### config.mk
export PLATFORM = sky130hd
export DESIGN_NAME = alu_seq
export DESIGN_NICKNAME = d
export VERILOG_FILES = /design/src/rtl/alu_seq.sv
export SDC_FILE = /design/constraint.sdc
export NUM_CORES = 1
export LEC_CHECK = 0
export CAP_MARGIN = 20
export CELL_PAD_IN_SITES_DETAIL_PLACEMENT = 1
export CELL_PAD_IN_SITES_GLOBAL_PLACEMENT = 1
export CORE_UTILIZATION = 44
export DETAILED_ROUTE_END_ITERATION = 6
export PLACE_DENSITY = 0.88
export RECOVER_POWER = 100
export SYNTH_ARGS = -nofsm -noshare
export SYNTH_HDL_FRONTEND = slang
export SYNTH_SLANG_ARGS = --single-unit
### constraint.sdc
create_clock -name clk -period 3.35 [get_ports clk]
set_input_delay 0.67 -clock clk [delete_from_list [all_inputs] [get_ports clk]]
set_output_delay 0.67 -clock clk [all_outputs]
set_load 0.01 [all_outputs]
### src/rtl/alu_seq.sv
// Registered, handshaked ALU: one op in flight, non-MUL ops complete in one cycle, MUL iterates WIDTH cycles.
// The {V,C,N,Z} flag register persists between ops and supplies the carry-in for ADC.
module alu_seq #(
  parameter int WIDTH  = 4,
  parameter bit MUL_EN = 1'b1
) (
  input  logic             clk,
  input  logic             rst,
  input  logic             in_valid,
  output logic             in_ready,
  input  logic [3:0]       op,
  input  logic [WIDTH-1:0] a,
  input  logic [WIDTH-1:0] b,
  output logic             out_valid,
  input  logic             out_ready,
  output logic [WIDTH-1:0] result,
  output logic [3:0]       flags,
  output logic             busy
);
  localparam int CW = $clog2(WIDTH);
  localparam logic [CW-1:0] CNT_LAST = CW'(WIDTH - 1);

  localparam logic [1:0] S_IDLE = 2'd0;
  localparam logic [1:0] S_EXEC = 2'd1;
  localparam logic [1:0] S_DONE = 2'd2;

  localparam logic [3:0] OP_ADD = 4'd0;
  localparam logic [3:0] OP_SUB = 4'd1;
  localparam logic [3:0] OP_AND = 4'd2;
  localparam logic [3:0] OP_OR  = 4'd3;
  localparam logic [3:0] OP_XOR = 4'd4;
  localparam logic [3:0] OP_NOT = 4'd5;
  localparam logic [3:0] OP_SLL = 4'd6;
  localparam logic [3:0] OP_SRL = 4'd7;
  localparam logic [3:0] OP_ASR = 4'd8;
  localparam logic [3:0] OP_MUL = 4'd9;
  localparam logic [3:0] OP_ADC = 4'd10;
  localparam logic [3:0] OP_CMP = 4'd11;

  logic [1:0]         state_q, state_d;
  logic [WIDTH-1:0]   result_q, result_d;
  logic [3:0]         flags_q, flags_d;
  logic [WIDTH-1:0]   mcand_q, mcand_d;
  logic [WIDTH-1:0]   mplier_q, mplier_d;
  logic [2*WIDTH-1:0] acc_q, acc_d;
  logic [CW-1:0]      cnt_q, cnt_d;

  logic               accept, is_mul, shift_big;
  logic               alu_legal, alu_c, alu_v, cin;
  logic [WIDTH-1:0]   alu_res, addend;
  logic [WIDTH:0]     sum;
  logic [2*WIDTH-1:0] acc_next;

  assign in_ready  = (state_q == S_IDLE) || ((state_q == S_DONE) && out_ready);
  assign accept    = in_valid && in_ready;
  assign is_mul    = MUL_EN && (op == OP_MUL);
  assign shift_big = (b >= WIDTH'(WIDTH));

  // SUB/CMP reuse the adder as a + ~b + 1, so C comes out as no-borrow.
  always_comb begin
    addend = b;
    cin    = 1'b0;
    if (op == OP_SUB || op == OP_CMP) begin
      addend = ~b;
      cin    = 1'b1;
    end else if (op == OP_ADC) begin
      cin = flags_q[2];
    end
  end

  assign sum = {1'b0, a} + {1'b0, addend} + {{WIDTH{1'b0}}, cin};

  always_comb begin
    alu_res   = '0;
    alu_c     = 1'b0;
    alu_v     = 1'b0;
    alu_legal = 1'b1;
    case (op)
      OP_ADD, OP_SUB, OP_ADC, OP_CMP: begin
        alu_res = sum[WIDTH-1:0];
        alu_c   = sum[WIDTH];
        alu_v   = (a[WIDTH-1] == addend[WIDTH-1]) && (sum[WIDTH-1] != a[WIDTH-1]);
      end
      OP_AND:  alu_res = a & b;
      OP_OR:   alu_res = a | b;
      OP_XOR:  alu_res = a ^ b;
      OP_NOT:  alu_res = ~a;
      OP_SLL:  alu_res = shift_big ? '0 : (a << b);
      OP_SRL:  alu_res = shift_big ? '0 : (a >> b);
      OP_ASR:  alu_res = shift_big ? {WIDTH{a[WIDTH-1]}} : $unsigned($signed(a) >>> b);
      default: alu_legal = 1'b0;
    endcase
  end

  // One shift-add step per EXEC cycle, LSB of the multiplier first.
  assign acc_next = acc_q + (mplier_q[cnt_q] ? ({{WIDTH{1'b0}}, mcand_q} << cnt_q) : '0);

  always_comb begin
    state_d  = state_q;
    result_d = result_q;
    flags_d  = flags_q;
    mcand_d  = mcand_q;
    mplier_d = mplier_q;
    acc_d    = acc_q;
    cnt_d    = cnt_q;
    case (state_q)
      S_EXEC: begin
        acc_d = acc_next;
        cnt_d = cnt_q + CW'(1);
        if (cnt_q == CNT_LAST) begin
          state_d  = S_DONE;
          result_d = acc_next[WIDTH-1:0];
          flags_d  = {1'b0, |acc_next[2*WIDTH-1:WIDTH], acc_next[WIDTH-1],
                      acc_next[WIDTH-1:0] == '0};
        end
      end
      default: begin
        if (accept) begin
          if (is_mul) begin
            state_d  = S_EXEC;
            mcand_d  = a;
            mplier_d = b;
            acc_d    = '0;
            cnt_d    = '0;
          end else begin
            state_d  = S_DONE;
            result_d = alu_res;
            if (alu_legal) begin
              flags_d = {alu_v, alu_c, alu_res[WIDTH-1], alu_res == '0};
            end
          end
        end else if ((state_q == S_DONE) && out_ready) begin
          state_d = S_IDLE;
        end
      end
    endcase
  end

  always_ff @(posedge clk or posedge rst) begin
    if (rst) begin
      state_q  <= S_IDLE;
      result_q <= '0;
      flags_q  <= '0;
      mcand_q  <= '0;
      mplier_q <= '0;
      acc_q    <= '0;
      cnt_q    <= '0;
    end else begin
      state_q  <= state_d;
      result_q <= result_d;
      flags_q  <= flags_d;
      mcand_q  <= mcand_d;
      mplier_q <= mplier_d;
      acc_q    <= acc_d;
      cnt_q    <= cnt_d;
    end
  end

  assign out_valid = (state_q == S_DONE);
  assign busy      = (state_q != S_IDLE);
  assign result    = result_q;
  assign flags     = flags_q;
endmodule

* Yosys cells after proc, flatten, opt, wreduce, memory -nomap -nowiden
Cells that the tools add are included.
W data, S select, Z words.
** Operators by class
- Add/subtract/negate cells :: 4
- Order comparisons :: 2
- Equal/unequal tests :: 18
- Shift-type cells :: 4
- Muxes and demuxes :: 33
- Bitwise operators :: 6
- Reductions and logical operators :: 22
** Operators by type and width (number)
- $mux W4 :: 13
- $mux W8 :: 4
- $pmux W4 S8 :: 1
- $eq A4 B3 Y1 const B :: 4
- $eq A4 B4 Y1 const B :: 4
- $mux W2 :: 8
- $logic_not A4 Y1 :: 3
- $reduce_or A11 Y1 :: 1
- $add A8 B8 Y8 :: 1
- $eq A4 B2 Y1 const B :: 2
- $not A4 Y4 :: 2
- $reduce_bool A2 Y1 :: 4
- $reduce_or A4 Y1 :: 2
- $shl A4 B2 Y8 :: 1
- $mux W1 :: 6
- $reduce_and A3 Y1 :: 2
- $add A4 B4 Y5 :: 1
- $add A5 B1 Y5 :: 1
- $and A4 B4 Y4 :: 1
- $eq A2 B2 Y1 const B :: 2
- $eq A4 B1 Y1 const B :: 1
- $ge A4 B3 Y1 const B :: 1
- $or A4 B4 Y4 :: 1
- $reduce_and A2 Y1 :: 2
- 18 further kinds :: 21
** Storage, ports and cells
- Flip-flop bits (word level) :: 28
- Input bits :: 16
- Output and inout port bits :: 11
- Word-level logic and storage cells :: 96

* Depth between registers and ports, before layout
Gate-level depths: netlist of the first run.
- Word-level depth :: 12
- Depth in mapped cells :: 14
- Mapped depth without buffers :: 12

* Worst setup path after synthesis of the first run
No wires, ideal clock.
- Path type :: input port to flip-flop
- From :: input port op[1]
- To :: register flags_q[0], in the netlist flags[0]
- Library setup time :: 66 ps
- Arrival time :: 3248 ps
- Required time :: 3284 ps
- Setup slack :: 36 ps
- Stages on the path :: 14
- Path buffers :: 2
- Cell sequence :: buf_2 -> buf_2 -> xor2_1 -> nor2_1 -> nand2_1 -> xnor2_1 -> fa_1 -> fa_1 -> xnor2_1 -> o31ai_1 -> nor4_1 -> nand3_1 -> nor3_1 -> a31o_1
** On the way
- Word-level cells in the longest chain between the ends :: 11
- Elaborated cells on any way between the ends :: 30
- Those cells by class :: add/sub: 2; eq/ne: 12; mux: 9; reduce/logical: 7
** RTL lines
- start, declared :: line 11 : input logic [3:0] op,
- $eq A4 B1 Y1 or $eq A4 B4 Y1 (tied branches) :: line 63, 78
- $logic_or A1 B1 Y1 :: line 63 : if (op == OP_SUB || op == OP_CMP) begin
- $mux W4 :: line 63
- $add A4 B4 Y5 :: line 71 : assign sum = {1'b0, a} + {1'b0, addend} + {{WIDTH{1'b0}}, cin};
- $add A5 B1 Y5 :: line 71
- $pmux W4 S8 :: line 78 : case (op)
- $logic_not A4 Y1 :: line 129 : flags_d = {alu_v, alu_c, alu_res[WIDTH-1], alu_res == '0};
- $mux W4 :: line 128 : if (alu_legal) begin
- $mux W4 :: line 119 : if (is_mul) begin
- $mux W4 :: line 118 : if (accept) begin
- $mux W4 :: line 106 : case (state_q)
- end signal, assigned :: line 151 : flags_q <= flags_d;
- end, declared :: line 42 : logic [3:0] flags_q, flags_d;
Parallel ways exist; a longest one is shown, timed or not. The select of a mux whose other input is x is not followed.
A chain may end at the register's enable or synchronous reset.

* Worst setup path in the final report of the first run
- From :: input port op[1]
- To :: register result_q[1], in the netlist result[1]
** On the way
- Word-level cells in the longest chain between the ends :: 9
- Elaborated cells on any way between the ends :: 25
- Those cells by class :: add/sub: 2; eq/ne: 12; mux: 7; reduce/logical: 4
** RTL lines
- $eq A4 B1 Y1 or $eq A4 B4 Y1 (tied branches) :: line 63, 78
- $logic_or A1 B1 Y1 :: line 63
- $mux W4 :: line 63
- $add A4 B4 Y5 :: line 71
- $add A5 B1 Y5 :: line 71
- $pmux W4 S8 :: line 78
- $mux W4 :: line 119
- $mux W4 :: line 118
- $mux W4 :: line 106
- end signal, assigned :: line 150 : result_q <= result_d;
- end, declared :: line 41 : logic [WIDTH-1:0] result_q, result_d;
Parallel ways exist; a longest one is shown, timed or not. The select of a mux whose other input is x is not followed.

==> PnR_summary.wiki, run 1 <==
{| class="wikitable"
! Metric !! Value
|-
| Routed wire per std cell || 20.0 microns
|-
| Cells traversed along the worst timing path || dlygate4sd2_1 -> xor2_1 -> nor2_1 -> nand2_1 -> xnor2_2 -> fa_2 -> fa_2 -> nand2_1 -> a21oi_1 -> a311oi_1 -> buf_4 -> o21ai_1 -> mux2_2
|-
| Post-synthesis register bit count || 28
|-
| Synthesized-area fraction occupied by xor and xnor cells || 0.0441
|-
| Slowest cell on the critical path || sky130_fd_sc_hd__fa_2
|-
| Final period demand of the worst path || ~3.2 ns
|-
| Final Max Slew Viols || 29
|-
| Share of synthesized flip-flops with an asynchronous set or reset || 1.00
|-
| Number of detailed-route iterations in the first pass || 4
|-
| Final setup violation count || 0
|-
| Number of sinks on the clock net || 28
|-
| Fin Clk Skew || 0.0144 ns
|-
| Initial standard-cell utilization of the core || 0.463
|-
| Area fraction in compound gates after synthesis || 0.226
|-
| Grt ovf || 0
|-
| Worst min-delay path startpoint || flags[3]
|-
| Commonest register cell after synthesis || sky130_fd_sc_hd__dfrtp_1
|-
| Netlist cell types || between 60 and 70
|-
| Number of filler instances in the final layout || 672
|-
| Critical path start-end classification || in -> reg
|-
| Register area share after synthesis || 0.271
|-
| Leading cell types by count after synthesis || 43 x sky130_fd_sc_hd__nand2_1, 28 x sky130_fd_sc_hd__dfrtp_1, 20 x sky130_fd_sc_hd__ha_1, 16 x sky130_fd_sc_hd__o21ai_1, 14 x sky130_fd_sc_hd__inv_1
|-
| Die Span Y || 78.6 microns
|-
| Clock tree buffer depth || 2
|-
| Clk Latency, worst-skew pair || 0.29 ns
|-
| Share of Yosys cell area claimed by the top area cell type || 0.271
|-
| Via count || 2510
|-
| Number of nets with antenna violations after detailed routing || 0
|-
| Arrival time reported for the critical path endpoint || 3.42 ns
|-
| Static leakage power || 1.40 nW
|-
| First-pass GRT wire length || 13.0 mm
|-
| Fin Setup TNS || 0 ns
|-
| Antenna violations before repair || 0
|-
| # port buffers || 26
|-
| Count of boundary I/O pins || 27
|-
| Final WS setup || 0.108 ns
|-
| Number of enable flip-flop cells after synthesis || 0
|-
| MaxCap Viol Count || 1
|-
| Largest net degree at the start of global routing || 29
|-
| Share of final-layout standard cells stronger than drive strength 1 || 0.131
|-
| Total Routed Length || 8.17 mm
|-
| Fraction of the mapped netlist area in adder cells || 0.120
|-
| Number of nets at the end of the flow || 377
|-
| Final Hold Viols || 0
|-
| Worst r2r path cells || 9
|-
| Placement Rows || 27
|-
| Category of the worst setup path launch point || input port
|-
| Gate count after technology mapping || 300
|-
| Core area || 0.00557 sq mm
|-
| Worst-case setup slack after placement || -0.404 ns
|-
| Number of global-route vias before repair || between 2000 and 3000
|-
| GRT Util Overall || 0.272
|-
| CP Launch Point || op[1]
|-
| Mux contribution to synthesized area || 0.0514
|-
| Post-route DRC violation count || 0
|-
| Placed wire-length estimate || 5.96 mm
|-
| Final clock period utilization by the worst path || 0.968
|-
| Antenna cell count || 0
|-
| Run status || finished, violations left
|-
| Dominant cells by area after synthesis || sky130_fd_sc_hd__dfrtp_1 27%, sky130_fd_sc_hd__ha_1 9.7%, sky130_fd_sc_hd__nand2_1 6.3%
|-
| H-tree Lvls || 1
|-
| Longest individual stage delay on the worst path || ~0.42 ns
|-
| Crit Path Max Fanout || 2
|-
| Worst Hold Path Cells || 2
|-
| DIE AREA || 0.00618 sq mm
|-
| Timing-limited maximum frequency || 308 MHz
|-
| Violated checks || max-capacitance violations, max-slew violations
|-
| Area delta synth->final || 20.9%
|-
| Actual slew at the worst max-slew pin || 1.57 ns
|-
| Average via count per standard cell || just over 6
|-
| CP required || 3.53 ns
|-
| IR drop worst, VDD || 260 uV
|-
| Netlist area before placement || approximately 0.0026 sq mm
|-
| Clock Pin Slew Worst Setup and Hold Paths || 0.11 ns
|-
| Leading area contributor after synthesis || sky130_fd_sc_hd__dfrtp_1
|-
| Number of buffers added by the clock tree synthesis step || 3
|-
| Avg Synthesized Cell Area || approximately 8.6 sq um
|-
| Number of warnings reported in the yosys synthesis log || 0
|-
| Area fraction in and, or, nand and nor cells after synthesis || 0.231
|-
| Worst rel slew slack || -0.0485
|-
| Final estimated routing congestion in global placement || 0.971
|-
| Power per cell area || 579 mW/mm^2
|-
| Launching point of the worst reg2reg path || cnt_q[0]
|-
| Hold crit path type || reg -> reg
|-
| TritonCTS clock tree || built
|-
| Dominant combinational cell family by area after synthesis || simple AND/OR/NAND/NOR gates
|-
| CTS Root Buffer Type || sky130_fd_sc_hd__clkbuf_8
|-
| Die width || 78.6 microns
|-
| Synth Net Count || 339
|-
| Unrepaired setup endpoints after global routing || false
|-
| Critical path endpoint category || flop
|-
| Most common cell in the synthesized netlist || sky130_fd_sc_hd__nand2_1
|-
| Initial DRC count || 157
|}
layout make-up:
| cell class | instances | area [sq um] | share of cell area |
|---|---|---|---|
| timing repair buffer | 50 | 430 | 0.138 |
| clock inverter | 1 | 30.0 | 0.00962 |
| multi-input combinational | 240 | 1770 | 0.568 |
| inverter | 15 | 56.3 | 0.0180 |
| clock buffer | 3 | 41.3 | 0.0132 |
| sequential | 28 | 701 | 0.224 |
| tap | 72 | 90.1 | 0.0289 |
where the power goes:
part	switching [mW]	internal, mW
sequential	0.133	0.473
clock	0.115	0.160
combinational	0.505	0.423
sequential cells by signal, summed over array words and instances (netlist names):
signal	flops
acc_q	8
cnt_q	2
flags	4
mcand_q	4
mplier_q	4
result	4
state_q	2
worst max-delay path: cells and delay by family:
family                     cells  cell delay (ns)
adders and majority gates      2             0.79
buffers and inverters          2             0.44
muxes                          1             0.27
xor gates and xnor gates       2             0.35
and+or+nand+nor                3             0.46
AOI/OAI and AO/OA              3             0.43
cells in the final DEF (no fill, tap or decap), types with 5 or more instances in the layout:
master and instances:
sky130_fd_sc_hd__a211oi_1 7, sky130_fd_sc_hd__a21o_1 6, sky130_fd_sc_hd__a21oi_1 13, sky130_fd_sc_hd__buf_4 19, sky130_fd_sc_hd__clkdlybuf4s50_1 13, sky130_fd_sc_hd__dfrtp_1 28, sky130_fd_sc_hd__dlygate4sd3_1 11, sky130_fd_sc_hd__ha_1 20
sky130_fd_sc_hd__inv_1 14, sky130_fd_sc_hd__mux2i_1 5, sky130_fd_sc_hd__nand2_1 43, sky130_fd_sc_hd__nand2b_1 6, sky130_fd_sc_hd__nand3_1 7, sky130_fd_sc_hd__nand3b_1 7, sky130_fd_sc_hd__nor2_1 6, sky130_fd_sc_hd__nor2b_1 5
sky130_fd_sc_hd__nor3b_1 5, sky130_fd_sc_hd__o21ai_0 19, sky130_fd_sc_hd__o21ai_1 7, sky130_fd_sc_hd__xnor2_1 9
logic make-up (layout without fill, tap and decap cells):
kind of cell	after synthesis	after routing
fa+ha+maj	23	23
compound gates	85	85
simple gates	108	108
flops	28	28
mux	11	11
buf+inv	32	69
xor+xnor	13	13
worst paths after layout:
check | end | slack (ns)
setup / recovery | result[1] | 0.11
hold / removal | flags[3] | 0.49
setup reg to reg | flags[2] | 0.36
hold reg to reg | flags[3] | 0.49
max in group asynchronous | acc_q[5] | 1.06
min in group asynchronous | result[1] | 1.36
what timing repair did:
item | CTS | global route
endpoints found under the setup margin | 3 | 6
resized for setup | 4 | 10
setup buffers | 1 | 0
hold buffers | 0 | 0
pin swaps | 7 | 4
per-stage QoR:
stage,instance area (sq um),util,hold WS [ns],instances,power (mW)
6_report,3120,0.560,0.493,409,1.81
5_1_grt,3120,0.560,0.523,409,1.93
4_1_cts,3110,0.557,0.503,409,1.82
3_5_place_dp,3020,0.541,0.481,404,1.53
3_3_place_gp,3020,0.541,0.471,404,1.48
2_1_floorplan,2580,-,0.452,300,1.17
metal layers:
layer | vias to the layer above | track usage | wire length [microns]
met3 | 16 | 0.0372 | 226
met5 | - | 0 | 0
met2 | 55 | 0.489 | 4130
met1 | 1270 | 0.332 | 3570
met4 | 0 | 0.0889 | 239
li1 | 1169 | - | -
Power figures use the tool's default switching activity.
==> run 2: changes to the inputs <==
--- a/config.mk
+++ b/config.mk
@@ -8,9 +8,10 @@
 export CAP_MARGIN = 20
 export CELL_PAD_IN_SITES_DETAIL_PLACEMENT = 1
 export CELL_PAD_IN_SITES_GLOBAL_PLACEMENT = 1
-export CORE_UTILIZATION = 44
+export CORE_UTILIZATION = 49
 export DETAILED_ROUTE_END_ITERATION = 6
-export PLACE_DENSITY = 0.88
+export DONT_BUFFER_PORTS = 1
+export PLACE_DENSITY = 0.89
 export RECOVER_POWER = 100
 export SYNTH_ARGS = -nofsm -noshare
 export SYNTH_HDL_FRONTEND = slang
==> PnR_summary.wiki, run 2 (synthesized netlist as in run 1, its figures left out) <==
{| class="wikitable"
! Metric !! Value
|-
| Run status || complete, no violations
|-
| Number of buffers added by the clock tree synthesis step || 3
|-
| CP required || 3.56 ns
|-
| Number of nets at the end of the flow || 330
|-
| CTS Root Buffer Type || sky130_fd_sc_hd__clkbuf_8
|-
| End point of the critical path || flags[0]
|-
| Cells traversed along the worst timing path || xor2_1 -> nor2_2 -> nand2_2 -> xnor2_1 -> fa_1 -> fa_1 -> xnor2_1 -> o31ai_1 -> nor4_1 -> nand3_1 -> nor3_1 -> a31o_1
|-
| First-pass GRT wire length || 11.5 mm
|-
| Final setup violation count || 0
|-
| Number of sinks on the clock net || 28
|-
| Via count || roughly 2200
|-
| Die width || 74.6 microns
|-
| Average via count per standard cell || 6.23
|-
| Switching part of the total power || 0.436
|-
| Area delta synth->final || 2.08%
|-
| Largest reg by FF count || acc_q
|-
| Net load switching power || 0.653 mW
|-
| Longest individual stage delay on the worst path || roughly 0.45 ns
|-
| Final-layout worst hold slack || 0.191 ns
|-
| Placement Rows || 26
|-
| Clock Pin Slew Worst Setup and Hold Paths || 0.09 ns
|-
| Die Span Y || 74.6 microns
|-
| Number of flip-flops under the largest register name || 8
|-
| MaxCap Viol Count || 0
|-
| Fin Clk Skew || 0.0172 ns
|-
| Final estimated routing congestion in global placement || about 1
|-
| Placed wire-length estimate || 5.39 mm
|-
| TritonCTS clock tree || built
|-
| Antenna cell count || 0
|-
| Final Hold Viols || 0
|-
| Hold crit path type || in -> async
|-
| Number of detailed-route iterations in the first pass || 4
|-
| Category of the worst setup path launch point || input port
|-
| Total Routed Length || 7.01 mm
|-
| Worst r2r path cells || 9
|-
| Clk Latency, worst-skew pair || between 0.2 and 0.3 ns
|-
| Crit Path Max Fanout || 17
|-
| Final clock period utilization by the worst path || 0.908
|-
| Most frequent standard cell in the layout excluding fill and tap cells || sky130_fd_sc_hd__nand2_1
|-
| Post-route DRC violation count || 0
|-
| Worst-case setup slack after placement || 0.0653 ns
|-
| Slowest cell on the critical path || sky130_fd_sc_hd__fa_1
|-
| Number of filler instances in the final layout || 619
|-
| Final Max Slew Viols || 0
|-
| Largest net degree at the start of global routing || 29
|-
| Cell count after placement || roughly 360
|-
| H-tree Lvls || 1
|-
| Most frequent cells in the layout || 42 x sky130_fd_sc_hd__nand2_1, 28 x sky130_fd_sc_hd__dfrtp_1, 23 x sky130_fd_sc_hd__o21ai_0
|-
| Actual slew at the worst max-slew pin || 1.28 ns
|-
| Unrepaired setup endpoints after global routing || false
|-
| DIE AREA || 0.00556 sq mm
|-
| Final cell count without fillers || 359
|-
| Fin Setup TNS || 0 ns
|-
| Initial standard-cell utilization of the core || 0.509
|-
| CP Launch Point || op[1]
|-
| Sequential share of power || 0.420
|-
| Share of final-layout standard cells stronger than drive strength 1 || 0.0588
|-
| GRT Util Overall || 0.273
|-
| Clock share of power || 0.126
|-
| Final WS setup || between 0.3 and 0.4 ns
|-
| Power per cell area || between 500 and 600 mW/mm^2
|-
| Gate power share || 0.454
|-
| # port buffers || 0
|-
| Worst rel slew slack || 0.146
|-
| Critical path start-end classification || in -> reg
|-
| Launching point of the worst reg2reg path || cnt_q[0]
|-
| Arrival time reported for the critical path endpoint || 3.25 ns
|-
| Final period demand of the worst path || 3.04 ns
|-
| Number of nets with antenna violations after detailed routing || 0
|-
| Core area || 0.00507 sq mm
|-
| Number of global-route vias before repair || 2332
|-
| Grt ovf || 0
|-
| Critical path endpoint category || flop
|-
| Clock tree buffer depth || 2
|-
| Initial DRC count || 90
|-
| Timing-limited maximum frequency || 329 MHz
|-
| Count of boundary I/O pins || 27
|-
| Worst reg2reg path endpoint || flags[2]
|-
| Static leakage power || 1.15 nW
|-
| Internal power of the cells || 0.846 mW
|-
| Antenna violations before repair || 0
|-
| IR drop worst, VDD || about 210 uV
|-
| Worst R2R Setup Slack || between 0.3 and 0.4 ns
|-
| Routed wire per std cell || approximately 20 microns
|}
[run 2: area by class of cell]
type,instances,area (sq um),share of cell area
tap,70,87.6,0.0332
multi-input combinational,240,1740,0.660
sequential,28,701,0.266
inverter,15,56.3,0.0214
timing repair buffer,3,11.3,0.00427
clock buffer,3,41.3,0.0157
[run 2: per-stage QoR]
step	util	instance area (sq um)	power, mW
4_1_cts	0.520	2640	1.52
5_1_grt	0.519	2640	1.63
3_3_place_gp	0.512	2600	1.28
6_report	0.519	2640	1.50
2_1_floorplan	-	2580	1.17
3_5_place_dp	0.512	2600	1.33
[run 2: power groups by stage]
| stage | clock (mW) | sequential (mW) | combinational [mW] |
|---|---|---|---|
| after floorplan | 0 | 0.587 | 0.581 |
| after global placement | 0 | 0.627 | 0.655 |
| after detailed placement | 0 | 0.637 | 0.692 |
| after CTS | 0.189 | 0.630 | 0.697 |
| after global routing | 0.206 | 0.655 | 0.765 |
| final | 0.189 | 0.630 | 0.680 |
[run 2: how the worst min path moves through the flow]
stage / start / endpoint / slack, ns / depth (start not counted)
after floorplan: acc_q[0] / acc_q[0] / 0.45 / 2
after global placement: acc_q[6] / acc_q[6] / 0.47 / 1
after detailed placement: acc_q[4] / acc_q[4] / 0.48 / 1
after CTS: acc_q[4] / acc_q[4] / 0.50 / 1
after global routing: rst / result[2] / 0.20 / 1
final: rst / result[3] / 0.19 / 1
[run 2: per-layer routing]
layer / wire length [microns] / global-route usage / up-vias
met4: 142 / 0.0713 / 0
met3: 226 / 0.0407 / 13
met2: 3540 / 0.490 / 49
met1: 3100 / 0.340 / 1105
met5: 0 / 0 / -
li1: - / - / 1071
[run 2: repair_timing]
item | in CTS | in global routing
setup buffers | 0 | 0
resized for setup | 0 | 2
hold buffers | 0 | 0
endpoints found under the setup margin | 0 | 1
[run 2: critical path: cells and delay by family]
family,cells,cell delay (ns)
XOR/XNOR,3,0.52
adder cells (fa/ha/maj),2,0.87
AO/OA/AOI/OAI,2,0.26
AND/OR/NAND/NOR,5,0.94
==> run 3: changes to the inputs <==
--- a/config.mk
+++ b/config.mk
@@ -11,6 +11,7 @@
 export CORE_UTILIZATION = 49
 export DETAILED_ROUTE_END_ITERATION = 6
 export DONT_BUFFER_PORTS = 1
+export HOLD_SLACK_MARGIN = 0.06
 export PLACE_DENSITY = 0.89
 export RECOVER_POWER = 100
 export SYNTH_ARGS = -nofsm -noshare
==> results of run 3 <==
No change in the layout: final DEF, timing and power equal those of run 2.
